<file path="src/rtl/load_store_unit.sv">
// RV32I load/store stage: word-aligned valid/ready data-memory port,
// byte/half/word lane steering, load extension and error flagging.
// Optional macro LSU_TIMEOUT_EN adds a REQ+WAIT response timeout.
module load_store_unit #(
    parameter int ADDR_W         = 32,
    parameter int TIMEOUT_CYCLES = 255
) (
    input  logic              clk,
    input  logic              rst_n,
    input  logic              req_valid,
    input  logic              req_store,
    input  logic [2:0]        req_funct3,
    input  logic [ADDR_W-1:0] req_addr,
    input  logic [31:0]       req_wdata,
    output logic              stall,
    output logic              done,
    output logic [31:0]       rdata,
    output logic              err,
    output logic [1:0]        err_cause,
    output logic              mem_valid,
    input  logic              mem_ready,
    output logic              mem_we,
    output logic [ADDR_W-1:0] mem_addr,
    output logic [3:0]        mem_wstrb,
    output logic [31:0]       mem_wdata,
    input  logic              mem_rvalid,
    input  logic [31:0]       mem_rdata
);

    localparam logic [1:0] S_IDLE = 2'd0;
    localparam logic [1:0] S_REQ  = 2'd1;
    localparam logic [1:0] S_WAIT = 2'd2;
    localparam logic [1:0] S_DONE = 2'd3;

    logic [1:0]        state_q, state_d;
    logic [ADDR_W-1:0] addr_q, addr_d;
    logic [2:0]        f3_q, f3_d;
    logic              store_q, store_d;
    logic [31:0]       wdata_q, wdata_d;
    logic [31:0]       rdata_q, rdata_d;
    logic              err_q, err_d;
    logic [1:0]        cause_q, cause_d;

    logic        illegal;
    logic        misal;
    logic        tmo;
    logic [31:0] ld_val;
    logic [3:0]  strb;
    logic [31:0] wlane;
    logic [7:0]  ld_b;
    logic [15:0] ld_h;

`ifdef LSU_TIMEOUT_EN
    localparam int CW = ($clog2(TIMEOUT_CYCLES + 1) < 8) ?
                        8 : $clog2(TIMEOUT_CYCLES + 1);
    logic [CW-1:0] cnt_q, cnt_d;

    // Count cycles spent in REQ/WAIT; restart whenever REQ is entered
    always_comb begin
        cnt_d = '0;
        if (state_q == S_REQ || state_q == S_WAIT)
            cnt_d = cnt_q + 1'b1;
    end

    always_ff @(posedge clk or negedge rst_n) begin
        if (!rst_n) cnt_q <= '0;
        else        cnt_q <= cnt_d;
    end

    assign tmo = (cnt_q == CW'(TIMEOUT_CYCLES - 1));
`else
    logic unused_tmo_cfg;
    assign unused_tmo_cfg = (TIMEOUT_CYCLES == 0);
    assign tmo = 1'b0;
`endif

    // Classify the incoming request; illegal width wins over alignment
    always_comb begin
        illegal = (req_funct3 == 3'b011) || (req_funct3 == 3'b110) ||
                  (req_funct3 == 3'b111) || (req_store && req_funct3[2]);
        misal = 1'b0;
        unique case (1'b1)
            (req_funct3[1:0] == 2'b01): misal = req_addr[0];
            (req_funct3[1:0] == 2'b10): misal = |req_addr[1:0];
            default:                    misal = 1'b0;
        endcase
    end

    // Pick the addressed lane out of the read word and extend it
    always_comb begin
        unique case (addr_q[1:0])
            2'b00:   ld_b = mem_rdata[7:0];
            2'b01:   ld_b = mem_rdata[15:8];
            2'b10:   ld_b = mem_rdata[23:16];
            default: ld_b = mem_rdata[31:24];
        endcase
        ld_h = addr_q[1] ? mem_rdata[31:16] : mem_rdata[15:0];
        case (f3_q)
            3'b000:  ld_val = {{24{ld_b[7]}}, ld_b};
            3'b001:  ld_val = {{16{ld_h[15]}}, ld_h};
            3'b100:  ld_val = {24'h0, ld_b};
            3'b101:  ld_val = {16'h0, ld_h};
            default: ld_val = mem_rdata;
        endcase
    end

    // Byte strobes and lane-replicated store data
    always_comb begin
        strb  = 4'b0000;
        wlane = wdata_q;
        if (store_q) begin
            unique case (f3_q[1:0])
                2'b00: begin
                    strb  = 4'b0001 << addr_q[1:0];
                    wlane = {4{wdata_q[7:0]}};
                end
                2'b01: begin
                    strb  = 4'b0011 << {addr_q[1], 1'b0};
                    wlane = {2{wdata_q[15:0]}};
                end
                default: begin
                    strb  = 4'b1111;
                    wlane = wdata_q;
                end
            endcase
        end
    end

    // Access sequencing: IDLE -> REQ -> WAIT -> DONE, errors skip to DONE
    always_comb begin
        state_d = state_q;
        addr_d  = addr_q;
        f3_d    = f3_q;
        store_d = store_q;
        wdata_d = wdata_q;
        rdata_d = rdata_q;
        err_d   = err_q;
        cause_d = cause_q;
        unique case (state_q)
            S_IDLE: begin
                if (req_valid) begin
                    addr_d  = req_addr;
                    f3_d    = req_funct3;
                    store_d = req_store;
                    wdata_d = req_wdata;
                    rdata_d = '0;
                    if (illegal) begin
                        state_d = S_DONE;
                        err_d   = 1'b1;
                        cause_d = 2'b10;
                    end else if (misal) begin
                        state_d = S_DONE;
                        err_d   = 1'b1;
                        cause_d = 2'b01;
                    end else begin
                        state_d = S_REQ;
                    end
                end
            end
            S_REQ: begin
                if (mem_ready && mem_rvalid) begin
                    state_d = S_DONE;
                    rdata_d = store_q ? 32'h0 : ld_val;
                end else if (mem_ready) begin
                    state_d = S_WAIT;
                end else if (tmo) begin
                    state_d = S_DONE;
                    err_d   = 1'b1;
                    cause_d = 2'b11;
                end
            end
            S_WAIT: begin
                if (mem_rvalid) begin
                    state_d = S_DONE;
                    rdata_d = store_q ? 32'h0 : ld_val;
                end else if (tmo) begin
                    state_d = S_DONE;
                    err_d   = 1'b1;
                    cause_d = 2'b11;
                end
            end
            default: begin
                state_d = S_IDLE;
                rdata_d = '0;
                err_d   = 1'b0;
                cause_d = 2'b00;
            end
        endcase
    end

    // State and request registers
    always_ff @(posedge clk or negedge rst_n) begin
        if (!rst_n) begin
            state_q <= S_IDLE;
            addr_q  <= '0;
            f3_q    <= '0;
            store_q <= 1'b0;
            wdata_q <= '0;
            rdata_q <= '0;
            err_q   <= 1'b0;
            cause_q <= 2'b00;
        end else begin
            state_q <= state_d;
            addr_q  <= addr_d;
            f3_q    <= f3_d;
            store_q <= store_d;
            wdata_q <= wdata_d;
            rdata_q <= rdata_d;
            err_q   <= err_d;
            cause_q <= cause_d;
        end
    end

    assign done      = (state_q == S_DONE);
    assign stall     = req_valid & ~done;
    assign rdata     = rdata_q;
    assign err       = err_q;
    assign err_cause = cause_q;
    assign mem_valid = (state_q == S_REQ);
    assign mem_we    = mem_valid & store_q;
    assign mem_addr  = mem_valid ? {addr_q[ADDR_W-1:2], 2'b00} : '0;
    assign mem_wstrb = mem_valid ? strb : 4'b0000;
    assign mem_wdata = mem_valid ? wlane : 32'h0;

endmodule

</file>
<file path="config.mk">
export PLATFORM = sky130hd
export DESIGN_NAME = load_store_unit
export DESIGN_NICKNAME = d
export VERILOG_FILES = /design/src/rtl/load_store_unit.sv
export SDC_FILE = /design/constraint.sdc
export NUM_CORES = 1
export LEC_CHECK = 0
export ABC_AREA = 0
export BUFFER_PORTS_ARGS = -buffer_cell sky130_fd_sc_hd__buf_4
export CORE_ASPECT_RATIO = 1.2
export CORE_MARGIN = 2
export CORE_UTILIZATION = 40
export CTS_CLUSTER_DIAMETER = 60
export CTS_CLUSTER_SIZE = 10
export DETAILED_ROUTE_END_ITERATION = 12
export PLACE_DENSITY = 0.78
export SLEW_MARGIN = 20
export SYNTH_ARGS = -nofsm -noshare
export SYNTH_HDL_FRONTEND = slang
export SYNTH_SLANG_ARGS = --single-unit
</file>
<file path="constraint.sdc">
create_clock -name clk -period 5.9 [get_ports clk]
set_input_delay 0.59 -clock clk [delete_from_list [all_inputs] [get_ports clk]]
set_output_delay 0.59 -clock clk [all_outputs]
set_load 0.005 [all_outputs]
</file>
After elaboration in Yosys (flattened, before gate mapping)
Cells that the tools add are included.
{ "op_classes": {"eq_ne": 19, "muxes": 31, "bitwise": 4, "n_reduce_logical": 15, "shifts": 2} }
{ "ops": {"columns": ["cell", "n"], "rows": [
  ["$mux 32", 7],
  ["$pmux 32 s4", 1],
  ["$pmux 32 s3", 1],
  ["$pmux 32 s2", 1],
  ["$pmux 8 s3", 1],
  ["$mux 2", 9],
  ["$mux 16", 1],
  ["$eq 3x3->1 const B", 4],
  ["$reduce_and 3->1", 3],
  ["$eq 2x1->1 const B", 4],
  ["$eq 2x2->1 const B", 4],
  ["$mux 4", 2],
  ["$pmux 4 s2", 1],
  ["$logic_not 2->1", 3],
  ["$pmux 2 s3", 1],
  ["$ne 2x2->1 const B", 2],
  ["$pmux 1 s2", 2],
  ["$pmux 2 s2", 1],
  ["$reduce_or 2->1", 2],
  ["$shl 1x2->4 const A", 1],
  ["$shl 2x2->4 const A", 1],
  ["$eq 3x1->1 const B", 1],
  ["$eq 3x2->1 const B", 1],
  ["$logic_not 3->1", 1],
  ["9 further kinds", 16]
]} }
{ "totals": {"out_inout_bits": 107, "word_cells": 79, "register_bits": 105, "in_bits": 105} }

Depth between registers and ports, before layout
{ "depth": {"depth_word": 7, "mapped_depth": 8, "depth_no_buf": 6} }

Worst setup path before layout
OpenSTA, ideal clock, no wires.
{ "synth_path": {"path_type": "flip-flop to output port", "from": "reg f3_q[0]", "to": "out mem_wdata[30]", "stages_incl_launch_ff": 7, "required_time_ps": 5310, "arrival_ps": 1446, "path_slack_ps": 3864, "n_path_buf": 3, "path_cell_list": "dfrtp_1 > clkbuf_1 > buf_2 > clkbuf_1 > mux2i_1 > nand2_1 > o211a_1"} }
{ "synth_between": {"elab_chain_cells": 4, "word_cells_on_any_way": 5, "classes_between": "1 x eq/ne; 3 x mux; 1 x reduce/logical"} }
{ "synth_lines": {"columns": ["element", "line", "text"], "rows": [
  ["start, declared", "37", "logic [2:0] f3_q, f3_d;"],
  ["start signal, assigned", "196", "f3_q <= '0;"],
  ["start signal, assigned", "205", "f3_q <= f3_d;"],
  ["$eq 2x1->1 / $logic_not 2->1 (equally long branches)", "112", "unique case (f3_q[1:0])"],
  ["$pmux 32 s2 *", "112", null],
  ["$mux 32 *", "111", "if (store_q) begin"],
  ["$mux 32 *", "223", "assign mem_wdata = mem_valid ? wlane : 32'h0;"],
  ["end, declared", "25", "output logic [31:0] mem_wdata,"]
]} }
Every way passes the cells marked *; elsewhere a longest branch is shown, timed or not.

Final worst setup path
{ "layout_path": {"from": "reg f3_q[1]", "to": "out mem_wdata[12]"} }
Same word-level chain as after synthesis.

==> metrics.txt <==
clock sinks 105; initial antenna violation count 0; synth unique cells 46; 1st-pass router iterations 4; WP data required 5.31 ns; clk_skew roughly 0.0074 ns; area post-placement 0.00709 mm^2; highest-count cells in the layout ignoring fill and taps buf_4, dfrtp_1, mux2_2; Levels on crit path 5; nets@finish 799; peak supply drop between 0.2 and 0.25 mV; Slowest cell on crit path dfrtp_1; syn_area_per_cell roughly 11 um^2; sequential power share 0.345; internal power 2.40 mW; Die W 111 um; crit end category primary output; share of cells above drive strength 1 0.454; post-route cell area 0.00744 mm^2; drt wl/cell 18.0 um; FF-to-FF Start state_q[1]; worst skew pair latency 0.34 ns; P_sw 1.40 mW; sequential area share after synthesis 0.482; Comb pwr share 0.482; setup violators final 0; largest net degree at the start of global routing 82; Fmax 303 MHz; maximum clock path buffer count 2; Die H 132 um; status finished clean; Initial Util 0.412; crit path time final 3.30 ns; Vias around 4700; Area growth syn-to-layout 36.5%; TritonCTS buffer count 9; RSZ-0062 raised after global routing false; die area 0.0146 mm^2; most common cell after layout, fill and taps aside buf_4; PD cells slightly above 500 mW/mm^2; Final ANT Viol Nets 0; Yosys warning count 0; CP delay by family, top simple AND/OR/NAND/NOR gates; cell chain of the critical path nand2b_1, nor2_1, nand2_1, a21boi_0, buf_4; max cap viols 0; Seq cells post-synth 105; CP arrival around 2.7 ns; Synth async-reset ratio 1.00; switching part of the total 0.369; total grt overflow 0; ys flop type dfrtp_1; Final Max Tran Viols 0; CTS H-tree lvls 3; # Post-CTS Setup Buffers 0; EDFF count, synth 0; CP Class reg2out; # rows 46; via/cell ratio 5.49; crit path launch type register; core area 0.0132 mm^2; R2R depth 6; post-route setup TNS 0 ns; Iter 0 DRT Violations 230; routed wire length roughly 15000 um; Clock Power Share 0.173; Leak 3.63 nW; detailed placement HPWL 11500 um; gr usage total 0.213; slew of the pin with the lowest slew margin 0.932 ns; hold buffer count at cts 0; number of remaining DRC errors 0; Final Hold Fails 0; final worst-path cycle share 0.560; crit path buf inv count 1; Worst-path clk slew 0.07 ns; post-CTS sizing 0; reg2reg setup slack about 2.8 ns; n_diodes 0; Rel. slew slack 0.376; Synth Cell Area 0.00545 mm^2; # port buffers 209; number of global-route vias before repair 4879; Crit Reg-Reg Endpoint rdata[29]; GP Congestion 0.887; Mapped Cells 502; Ports 212; max incr delay on CP 0.63 ns; final core utilization 0.562; HP Class in2async; CTS tree yes; root buffer cell clkbuf_16; critical path fanouts, max 19; first-pass GRT wire length 25300 um
[sequential cells by signal, indices dropped and copies added, names as in the netlist]
signal,count
rdata,32
err_cause,2
addr_q,32
err,1
wdata_q,32
store_q,1
f3_q,3
state_q,2
[power by group through the flow]
stage | logic [mW] | registers (mW) | clock network [mW]
CTS | 1.84 | 1.31 | 0.675
finish | 1.83 | 1.31 | 0.658
global placement | 1.79 | 1.29 | 0
global route | 2.02 | 1.36 | 0.707
detailed placement | 1.84 | 1.32 | 0
floorplan | 1.19 | 1.21 | 0
[final cells by class]
| class | count | area [um^2] |
|---|---|---|
| inverter | 8 | 30.0 |
| clock buffer | 11 | 253 |
| sequential | 105 | 2630 |
| tap | 168 | 210 |
| clock inverter | 4 | 76.3 |
| fill | 1184 | 5800 |
| timing repair buffer | 212 | 1600 |
| multi-input combinational | 351 | 2650 |
[through the flow]
| step | total power, mW | hold slack, ns | instances | worst slack (ns) |
|---|---|---|---|---|
| 6_report | 3.80 | 0.136 | 859 | 2.60 |
| 5_1_grt | 4.08 | 0.146 | 859 | 2.44 |
| 4_1_cts | 3.83 | 0.129 | 859 | 2.61 |
| 3_5_place_dp | 3.16 | 0.479 | 844 | 2.67 |
| 3_3_place_gp | 3.08 | 0.465 | 844 | 2.86 |
| 2_1_floorplan | 2.41 | 0.294 | 503 | 3.86 |
[worst max-delay path by stage]
stage               slack (ns)       start            end
global route              2.44     f3_q[1]  mem_wdata[12]
CTS                       2.61     f3_q[1]   mem_wdata[9]
detailed placement        2.67  state_q[1]      rdata[19]
global placement          2.86  state_q[1]      rdata[20]
floorplan                 3.86     f3_q[0]  mem_wdata[30]
finish                    2.60     f3_q[1]  mem_wdata[12]
[layer usage]
layer | GRT usage | part of all wire | vias up
met1 | 0.249 | 0.39 | 2317
met5 | 0 | 0 | -
li1 | - | - | 2157
met4 | 0.0771 | 0.023 | 0
met2 | 0.375 | 0.52 | 212
met3 | 0.0579 | 0.074 | 26
[cell usage after synthesis (2+ instances only)]
cell	instances	area share
dfrtp_1	105	0.48
mux2_2	67	0.14
nand2_1	60	0.041
and2_1	38	0.044
o21ai_0	28	0.026
a21oi_1	23	0.021
clkbuf_1	22	0.015
a21boi_0	16	0.022
nor2_1	12	0.0083
mux2i_1	11	0.020
a221o_2	10	0.021
buf_1	9	0.0062
nand2b_1	8	0.0092
o211a_1	8	0.015
a221o_1	7	0.013
a221oi_1	7	0.011
a22o_1	7	0.011
ha_1	7	0.016
inv_1	7	0.0048
nor2b_1	7	0.0080
a211o_1	5	0.0080
buf_2	4	0.0037
and3_1	3	0.0034
buf_4	3	0.0041
mux4_2	2	0.0083
nand3_1	2	0.0018
nand4_1	2	0.0023
o22ai_1	2	0.0023
o31ai_1	2	0.0028
or3_1	2	0.0023
[worst register-to-register path: stages (launching register included)]
cell and delay [ns]:
dfrtp_1 0.41, inv_1 0.11, ha_4 0.33, o21bai_1 0.36, nand4_1 0.57, nor2_1 0.93
a221o_1 0.29
[cells by family (layout without fill, tap and decap cells)]
family,Yosys count,after routing,share of synthesized area
mux,80,80,0.167
compound gates,124,124,0.170
flops,105,105,0.482
simple gates,138,138,0.127
buf+inv,47,235,0.0367
fa+ha+maj,7,7,0.0161
other cells,1,2,0.000688
Note: power is estimated with default switching activity, not from simulation.
